--- src/rtl/chip8_fetch_unit.sv ---
// CHIP-8 instruction fetch: owns the PC, reads two big-endian bytes from the
// byte-wide program memory and offers the 16-bit opcode over valid/ready.
module chip8_fetch_unit #(
   parameter int                ADDR_W   = 12,
   parameter logic [ADDR_W-1:0] PC_RESET = 12'h200
) (
   input  logic              clk,
   input  logic              rst_n,
   output logic [ADDR_W-1:0] mem_addr,
   output logic              mem_re,
   input  logic [7:0]        mem_rdata,
   input  logic              halt,
   output logic [15:0]       opcode,
   output logic [ADDR_W-1:0] opcode_pc,
   output logic              opcode_valid,
   input  logic              opcode_ready,
   input  logic              pc_load,
   input  logic [ADDR_W-1:0] pc_target,
   input  logic              pc_skip
);

   // state   | meaning
   // S_HI    | present pc to memory (unless halted)
   // S_LO    | capture byte[pc], present pc+1
   // S_WAIT  | capture byte[pc+1], assemble opcode
   // S_VALID | opcode offered; PC update on accept
   typedef enum logic [1:0] {
      S_HI    = 2'd0,
      S_LO    = 2'd1,
      S_WAIT  = 2'd2,
      S_VALID = 2'd3
   } state_t;

   state_t            state_q, state_d;
   logic [ADDR_W-1:0] pc_q, pc_d;
   logic [7:0]        hi_q, hi_d;
   logic [7:0]        lo_q, lo_d;
   logic [15:0]       opcode_q, opcode_d;
   logic [ADDR_W-1:0] opcode_pc_q, opcode_pc_d;
   logic              valid_q, valid_d;

   logic [ADDR_W-1:0] pc_p1, pc_p2, pc_p4;

   // Address arithmetic wraps at the top of memory.
   assign pc_p1 = pc_q + ADDR_W'(1);
   assign pc_p2 = pc_q + ADDR_W'(2);
   assign pc_p4 = pc_q + ADDR_W'(4);

   always_ff @(posedge clk or negedge rst_n) begin
      if (!rst_n) begin
         state_q     <= S_HI;
         pc_q        <= PC_RESET;
         hi_q        <= '0;
         lo_q        <= '0;
         opcode_q    <= '0;
         opcode_pc_q <= '0;
         valid_q     <= 1'b0;
      end else begin
         state_q     <= state_d;
         pc_q        <= pc_d;
         hi_q        <= hi_d;
         lo_q        <= lo_d;
         opcode_q    <= opcode_d;
         opcode_pc_q <= opcode_pc_d;
         valid_q     <= valid_d;
      end
   end

   always_comb begin
      state_d     = state_q;
      pc_d        = pc_q;
      hi_d        = hi_q;
      lo_d        = lo_q;
      opcode_d    = opcode_q;
      opcode_pc_d = opcode_pc_q;
      valid_d     = valid_q;
      mem_addr    = pc_q;
      mem_re      = 1'b0;

      case (state_q)
         S_HI: begin
            mem_addr = pc_q;
            mem_re   = ~halt;
            if (!halt) begin
               state_d = S_LO;
            end
         end
         S_LO: begin
            mem_addr = pc_p1;
            mem_re   = 1'b1;
            hi_d     = mem_rdata;
            state_d  = S_WAIT;
         end
         S_WAIT: begin
            mem_addr    = pc_p1;
            lo_d        = mem_rdata;
            opcode_d    = {hi_q, mem_rdata};
            opcode_pc_d = pc_q;
            valid_d     = 1'b1;
            state_d     = S_VALID;
         end
         S_VALID: begin
            mem_addr = pc_q;
            if (valid_q && opcode_ready) begin
               valid_d = 1'b0;
               state_d = S_HI;
               if (pc_load) begin
                  pc_d = pc_target;
               end else if (pc_skip) begin
                  pc_d = pc_p4;
               end else begin
                  pc_d = pc_p2;
               end
            end
         end
         default: begin
            state_d = S_HI;
         end
      endcase
   end

   assign opcode       = opcode_q;
   assign opcode_pc    = opcode_pc_q;
   assign opcode_valid = valid_q;

endmodule

--- config.mk ---
export PLATFORM = sky130hd
export DESIGN_NAME = chip8_fetch_unit
export DESIGN_NICKNAME = d
export VERILOG_FILES = /design/src/rtl/chip8_fetch_unit.sv
export SDC_FILE = /design/constraint.sdc
export NUM_CORES = 1
export LEC_CHECK = 0
export ABC_AREA = 1
export CORE_AREA = 3 3 106 108
export DETAILED_ROUTE_END_ITERATION = 16
export DIE_AREA = 0 0 109 111
export PLACE_DENSITY_LB_ADDON = 0.2
export SLEW_MARGIN = 20
export SYNTH_ARGS = -nofsm -noshare
export SYNTH_HDL_FRONTEND = slang
export SYNTH_SLANG_ARGS = --single-unit
--- constraint.sdc ---
create_clock -name clk -period 3.05 [get_ports clk]
set_input_delay 0.4575 -clock clk [delete_from_list [all_inputs] [get_ports clk]]
set_output_delay 0.4575 -clock clk [all_outputs]
set_load 0.05 [all_outputs]
==> flow_summary_export.csv, run 1 <==
group,metric,value,unit
layout,stdcell_area,3521,um^2
synthesis,yosys.area.top_type,"dfrtp_1",
sta,rsz0062_at_grt,"false",
worst_setup_path,crit_start,"state_q[0]$_DFFE_PN0P_",
worst_setup_path,reg2regPathDepth,6,
global_route,gr-total-overflow,0,
worst_setup_path,crit_fanout,7,
synthesis,synth_edf_count,0,
place,place_area,3418,um^2
synthesis,synth_cells,325,
worst_hold_path,hold_path.class,"in -> async",
synthesis,synth-warning-count,0,
layout,drive_gt1_share,8.060,%
die,die_x,109,um
clock_tree,cts_max_level,2,
routing,drtAntennaViolNets,0,
die,die_y,111,um
global_route,met3_usage,2.271,%
routing,dr.pass1.iters,4,
synthesis,ys_seq_area_share,49.37,%
synthesis,synthTopCellsByArea,"dfrtp_1, nand2_1, o21ai_0",
sta,setup-tns-final,0,ns
clock_tree,postCtsHoldBufs,0,
synthesis,netlist_area,2587,um^2
die,initial_core_util,25.06,%
clock_tree,cts-root-buf,"clkbuf_8",
status,status,"finished clean",
routing,routedWlPerCell,13.10,um
worst_setup_path,path_cells,"inv_1 -> ha_1 -> nand2_1 -> nor2_1 -> a21oi_1 -> clkdlybuf4s50_1",
place,gp_congestion,0.9219,
sta,tightest_slew,0.6583,ns
routing,drc,0,
worst_setup_path,cp.arrival,2.40,ns
layout,syn_to_final_growth,36.07,%
clock_tree,cts_made_buffers,5,
synthesis,ys.flop_type,"dfrtp_1",
die,ios,68,
sta,slew_headroom,56.11,%
global_route,grt_pass1_wl,11780,um
synthesis,synth_nets,359,
worst_setup_path,r2r-end,"opcode[10]$_DFFE_PN0P_",
worst_setup_path,end_kind,"output pin",
routing,num_vias,2330,
clock_tree,clock_path_buffers,2,
place,portBuffers,67,
sta,max_freq,349.5,MHz
worst_setup_path,reg2reg_from,"state_q[0]$_DFFE_PN0P_",
layout,seqCellArea,1277,um^2
global_route,grt_max_degree,46,
global_route,met2_usage,18.76,%
layout,diodes,0,
worst_setup_path,critPathKind,"reg -> out",
synthesis,ys_types,28,
global_route,grt_pass1_vias,2405,
sta,drv_slew,0,
global_route,antenna_found_initial,0,
layout,finalNetCount,430,
global_route,grt.total_usage,12.16,%
worst_setup_path,cp-start-kind,"flop",
routing,wl,6981,um
routing,drtIter0Drc,107,
global_route,globalRouteMet1Util,17.25,%
worst_setup_path,required,2.59,ns
synthesis,yosysMostFrequentCell,"nand2_1",
clock_tree,clk_pin_slew,0.09,ns
sta,fin_skew,0.008187,ns
worst_setup_path,slowest_stage,"clkdlybuf4s50_1",
global_route,grt.busiest_layer,"met2",
sta,finalSetupViolations,0,
clock_tree,clock_latency,0.31,ns
die,num_rows,37,
die,dieArea,12100,um^2
sta,finalCriticalPeriod,2.861,ns
worst_setup_path,r2r_slack,1.28,ns
sta,post-route-period-util,93.82,%
sta,hold_violations,0,
clock_tree,cts_tree,"built",
synthesis,async_flop_share,100.0,%
job,cap_violations,0,
synthesis,synth.top_cell.area_share,48.36,%
layout,fillers,1121,
synthesis,yosys_register_bits,51,
routing,vias_per_cell,4.371,
place,dpl.hpwl,5321,um
layout,multiInputGateArea,1154,um^2
worst_setup_path,slowest_delay,0.82,ns
die,core-area,10320,um^2
synthesis,synth.avg_cell_area,7.961,um^2
clock_tree,cts_sinks,51,
synthesis,synth.top_cells.by_count,"nand2_1, dfrtp_1, o21ai_0",
## critical path: cells and delay by family, from the launching register on
| kind | cells | cell delay [ns] |
|---|---|---|
| AND/OR/NAND/NOR | 2 | 0.28 |
| flip-flops | 1 | 0.38 |
| adder cells (fa/ha/maj) | 1 | 0.40 |
| AO/OA/AOI/OAI | 1 | 0.12 |
| buffers and inverters | 2 | 0.91 |
## per-layer routing
layer	wire [um]	up-vias
li1	-	1169
met1	3372	1085
met2	3136	65
met3	348	11
met4	124	0
met5	0	-
## area by class of cell
class                           count  share of cell area [%]
Clock buffer                        6                   2.345
Inverter                           33                   3.518
Sequential cell                    51                   36.28
Multi-Input combinational cell    233                   32.76
Timing Repair Buffer               72                   19.79
Tap cell                          136                   4.833
Clock inverter                      2                  0.4620
## cell families after synthesis
family          count (synthesis)  synth area share (%)
fa+ha+maj                       8                 3.869
compound gates                 50                 10.30
buf+inv                        41                 6.044
simple gates                  165                 27.03
flops                          51                 49.37
xor+xnor                       10                 3.385
## worst max-delay path by stage
stage | to
floorplan | mem_addr[11]
finish | mem_addr[5]
detailed placement | mem_addr[4]
CTS | mem_addr[9]
global route | mem_addr[5]
global placement | mem_addr[4]
## registers in the layout (all words and copies together) (netlist names)
register and flops:
hi_q 8, opcode_pc 12, opcode 16, state_q 2, pc_q 12, opcode_valid 1
## through the flow
stage	utilization, %	setup slack, ns	hold WS [ns]	instances
floorplan	-	0.5079	0.1619	325
global placement	33.11	0.3924	0.4538	525
detailed placement	33.11	0.3476	0.4599	525
CTS	34.06	0.1332	0.1963	533
global route	34.11	0.02512	0.2059	533
finish	34.11	0.1886	0.1745	533
## cell usage in the layout, fill, tap and decap left out, types with 3 or more instances in the layout
cell type,count
inv_2,3
buf_4,9
nand2_2,3
clkdlybuf4s50_1,59
a22oi_1,3
nand3_1,17
a21oi_1,6
inv_1,29
nand4_1,4
dfrtp_1,50
ha_1,8
o21ai_0,35
xor2_1,8
nor2_2,4
nor2_1,25
clkbuf_8,6
nand2_1,108
## what timing repair did
item                                    in CTS  in global routing
endpoints found under the setup margin       1                  2
buffers inserted                             0                  0
resized for setup                            1                  2
Power of run 1 is not shown: default switching activity piles up to over one toggle a cycle in this logic, so the estimate is an artifact.
==> run 2, diff against run 1 <==
--- a/config.mk
+++ b/config.mk
@@ -6,9 +6,11 @@
 export NUM_CORES = 1
 export LEC_CHECK = 0
 export ABC_AREA = 1
-export CORE_AREA = 3 3 106 108
+export ABC_CLOCK_PERIOD_IN_PS = 3050
+export CORE_AREA = 4 4 107 109
 export DETAILED_ROUTE_END_ITERATION = 16
-export DIE_AREA = 0 0 109 111
+export DIE_AREA = 0 0 111 113
+export MAX_ROUTING_LAYER = met4
 export PLACE_DENSITY_LB_ADDON = 0.2
 export SLEW_MARGIN = 20
 export SYNTH_ARGS = -nofsm -noshare
==> run 2 against run 1 <==
Net effect:
- non-clock buffer count rose by 1
- sequential share of layout area down 0.48 points
- core utilization is 0.45 points lower
==> flow_summary_export.csv, run 2 (same netlist as run 1, synthesis figures left out) <==
group,metric,value,unit
clock_tree,cts_sinks,51,
layout,final_cell_mix,"nand2_1, clkdlybuf4s50_1, dfrtp_1",
worst_setup_path,cp.arrival,2.45,ns
routing,wl,7333,um
layout,syn_to_final_growth,37.91,%
routing,num_vias,2330,
sta,post-route-period-util,95.46,%
die,dieArea,12540,um^2
worst_setup_path,critPathKind,"reg -> out",
layout,finalNetCount,431,
clock_tree,clk_pin_slew,0.10,ns
worst_hold_path,hold_path.class,"in -> async",
layout,mostFrequentLayoutCell,"nand2_1",
sta,finalSetupViolations,0,
place,gp_congestion,0.8706,
sta,drv_slew,0,
worst_setup_path,reg2regPathDepth,6,
worst_setup_path,cp-start-kind,"flop",
clock_tree,cts-root-buf,"clkbuf_8",
routing,vias_per_cell,4.331,
routing,drtIter0Drc,137,
sta,finalCriticalPeriod,2.912,ns
sta,rsz0062_at_grt,"false",
sta,whs,0.09809,ns
clock_tree,postCtsHoldBufs,0,
die,ios,68,
worst_setup_path,reg2reg_from,"state_q[0]$_DFFE_PN0P_",
sta,fin_skew,0.007500,ns
routing,drtAntennaViolNets,0,
layout,fin_util,33.66,%
routing,dr.pass1.iters,4,
clock_tree,cts_tree,"built",
sta,slew_headroom,64.23,%
clock_tree,cts_max_level,2,
global_route,grt_pass1_wl,12190,um
layout,fillers,1145,
die,core-area,10600,um^2
routing,routedWlPerCell,13.63,um
layout,diodes,0,
worst_setup_path,r2r-end,"opcode_valid$_DFFE_PN0P_",
worst_setup_path,cp-endpoint,"mem_addr[5]",
worst_setup_path,crit_start,"state_q[0]$_DFFE_PN0P_",
die,die_y,113,um
routing,drc,0,
sta,max_freq,343.5,MHz
layout,largest_reg_flops,16,
global_route,grt.total_usage,12.36,%
worst_setup_path,required,2.59,ns
place,dpl.hpwl,5553,um
global_route,grt_pass1_vias,2403,
layout,drive_gt1_share,8.040,%
die,initial_core_util,24.40,%
global_route,antenna_found_initial,0,
die,num_rows,38,
global_route,grt_max_degree,36,
status,status,"finished clean",
sta,hold_violations,0,
clock_tree,cts_made_buffers,5,
place,portBuffers,67,
clock_tree,clock_latency,0.30,ns
worst_setup_path,r2r_slack,1.24,ns
clock_tree,clock_path_buffers,2,
sta,tightest_slew,0.5349,ns
worst_setup_path,end_kind,"output pin",
worst_setup_path,crit_fanout,7,
die,die_x,111,um
job,cap_violations,0,
sta,setup-tns-final,0,ns
global_route,gr-total-overflow,0,
## run 2: through the flow
step | instance area (um^2) | setup WS [ns] | cells
after global placement | 3431 | 0.4618 | 530
after global routing | 3568 | 0.01486 | 538
final | 3568 | 0.1385 | 538
after floorplan | 2587 | 0.5079 | 325
after CTS | 3563 | 0.04758 | 538
after detailed placement | 3431 | 0.4174 | 530
## run 2: worst min-delay path by stage
stage	from	endpoint	slack, ns	cells after the start
2_1_floorplan	rst_n	hi_q[0]$_DFFE_PN0N_	0.16	0
3_3_place_gp	rst_n	opcode[10]$_DFFE_PN0P_	0.43	1
3_5_place_dp	rst_n	opcode[10]$_DFFE_PN0P_	0.45	1
4_1_cts	rst_n	opcode[10]$_DFFE_PN0P_	0.11	1
5_1_grt	rst_n	opcode[10]$_DFFE_PN0P_	0.1	1
6_report	rst_n	opcode[10]$_DFFE_PN0P_	0.1	1
## run 2: layout make-up
class	instances	area [um^2]	area share, %
sequential	51	1277	35.80
timing repair buffer	73	705.7	19.78
tap	140	175.2	4.909
inverter	33	123.9	3.471
clock buffer	6	72.57	2.034
clock inverter	2	60.06	1.683
multi-input combinational	233	1154	32.33
## run 2: timing repair
| item | 4_1_cts | 5_1_grt |
|---|---|---|
| resized for setup | 0 | 2 |
| buffers inserted | 0 | 0 |
| setup endpoints to repair | 0 | 2 |
## run 2: routing by layer
metal | track usage [%] | routed length (um) | share of wire, % | vias to the layer above
met1 | 15.71 | 3436 | 47 | 1074
met3 | 2.353 | 344 | 4.7 | 16
li1 | - | - | - | 1172
met5 | - | 0 | 0 | -
met4 | 3.530 | 167 | 2.3 | 0
met2 | 20.23 | 3385 | 46 | 68
## run 2: worst max-delay path, cell delays in order (launching register included)
cell and delay, ns:
dfrtp_1 0.40, inv_1 0.10, ha_1 0.40, nand2_1 0.24, nor2_1 0.08, a21oi_1 0.12
clkdlybuf4s50_1 0.81
Power of run 2 is left out for the same reason.
==> run 3, diff against run 2 <==
--- a/config.mk
+++ b/config.mk
@@ -8,6 +8,7 @@
 export ABC_AREA = 1
 export ABC_CLOCK_PERIOD_IN_PS = 3050
 export CORE_AREA = 4 4 107 109
+export CTS_CLUSTER_SIZE = 25
 export DETAILED_ROUTE_END_ITERATION = 16
 export DIE_AREA = 0 0 111 113
 export MAX_ROUTING_LAYER = met4
==> results of run 3 <==
No change in the layout: final DEF, timing and power equal those of run 2.
Power of run 3 is left out for the same reason.
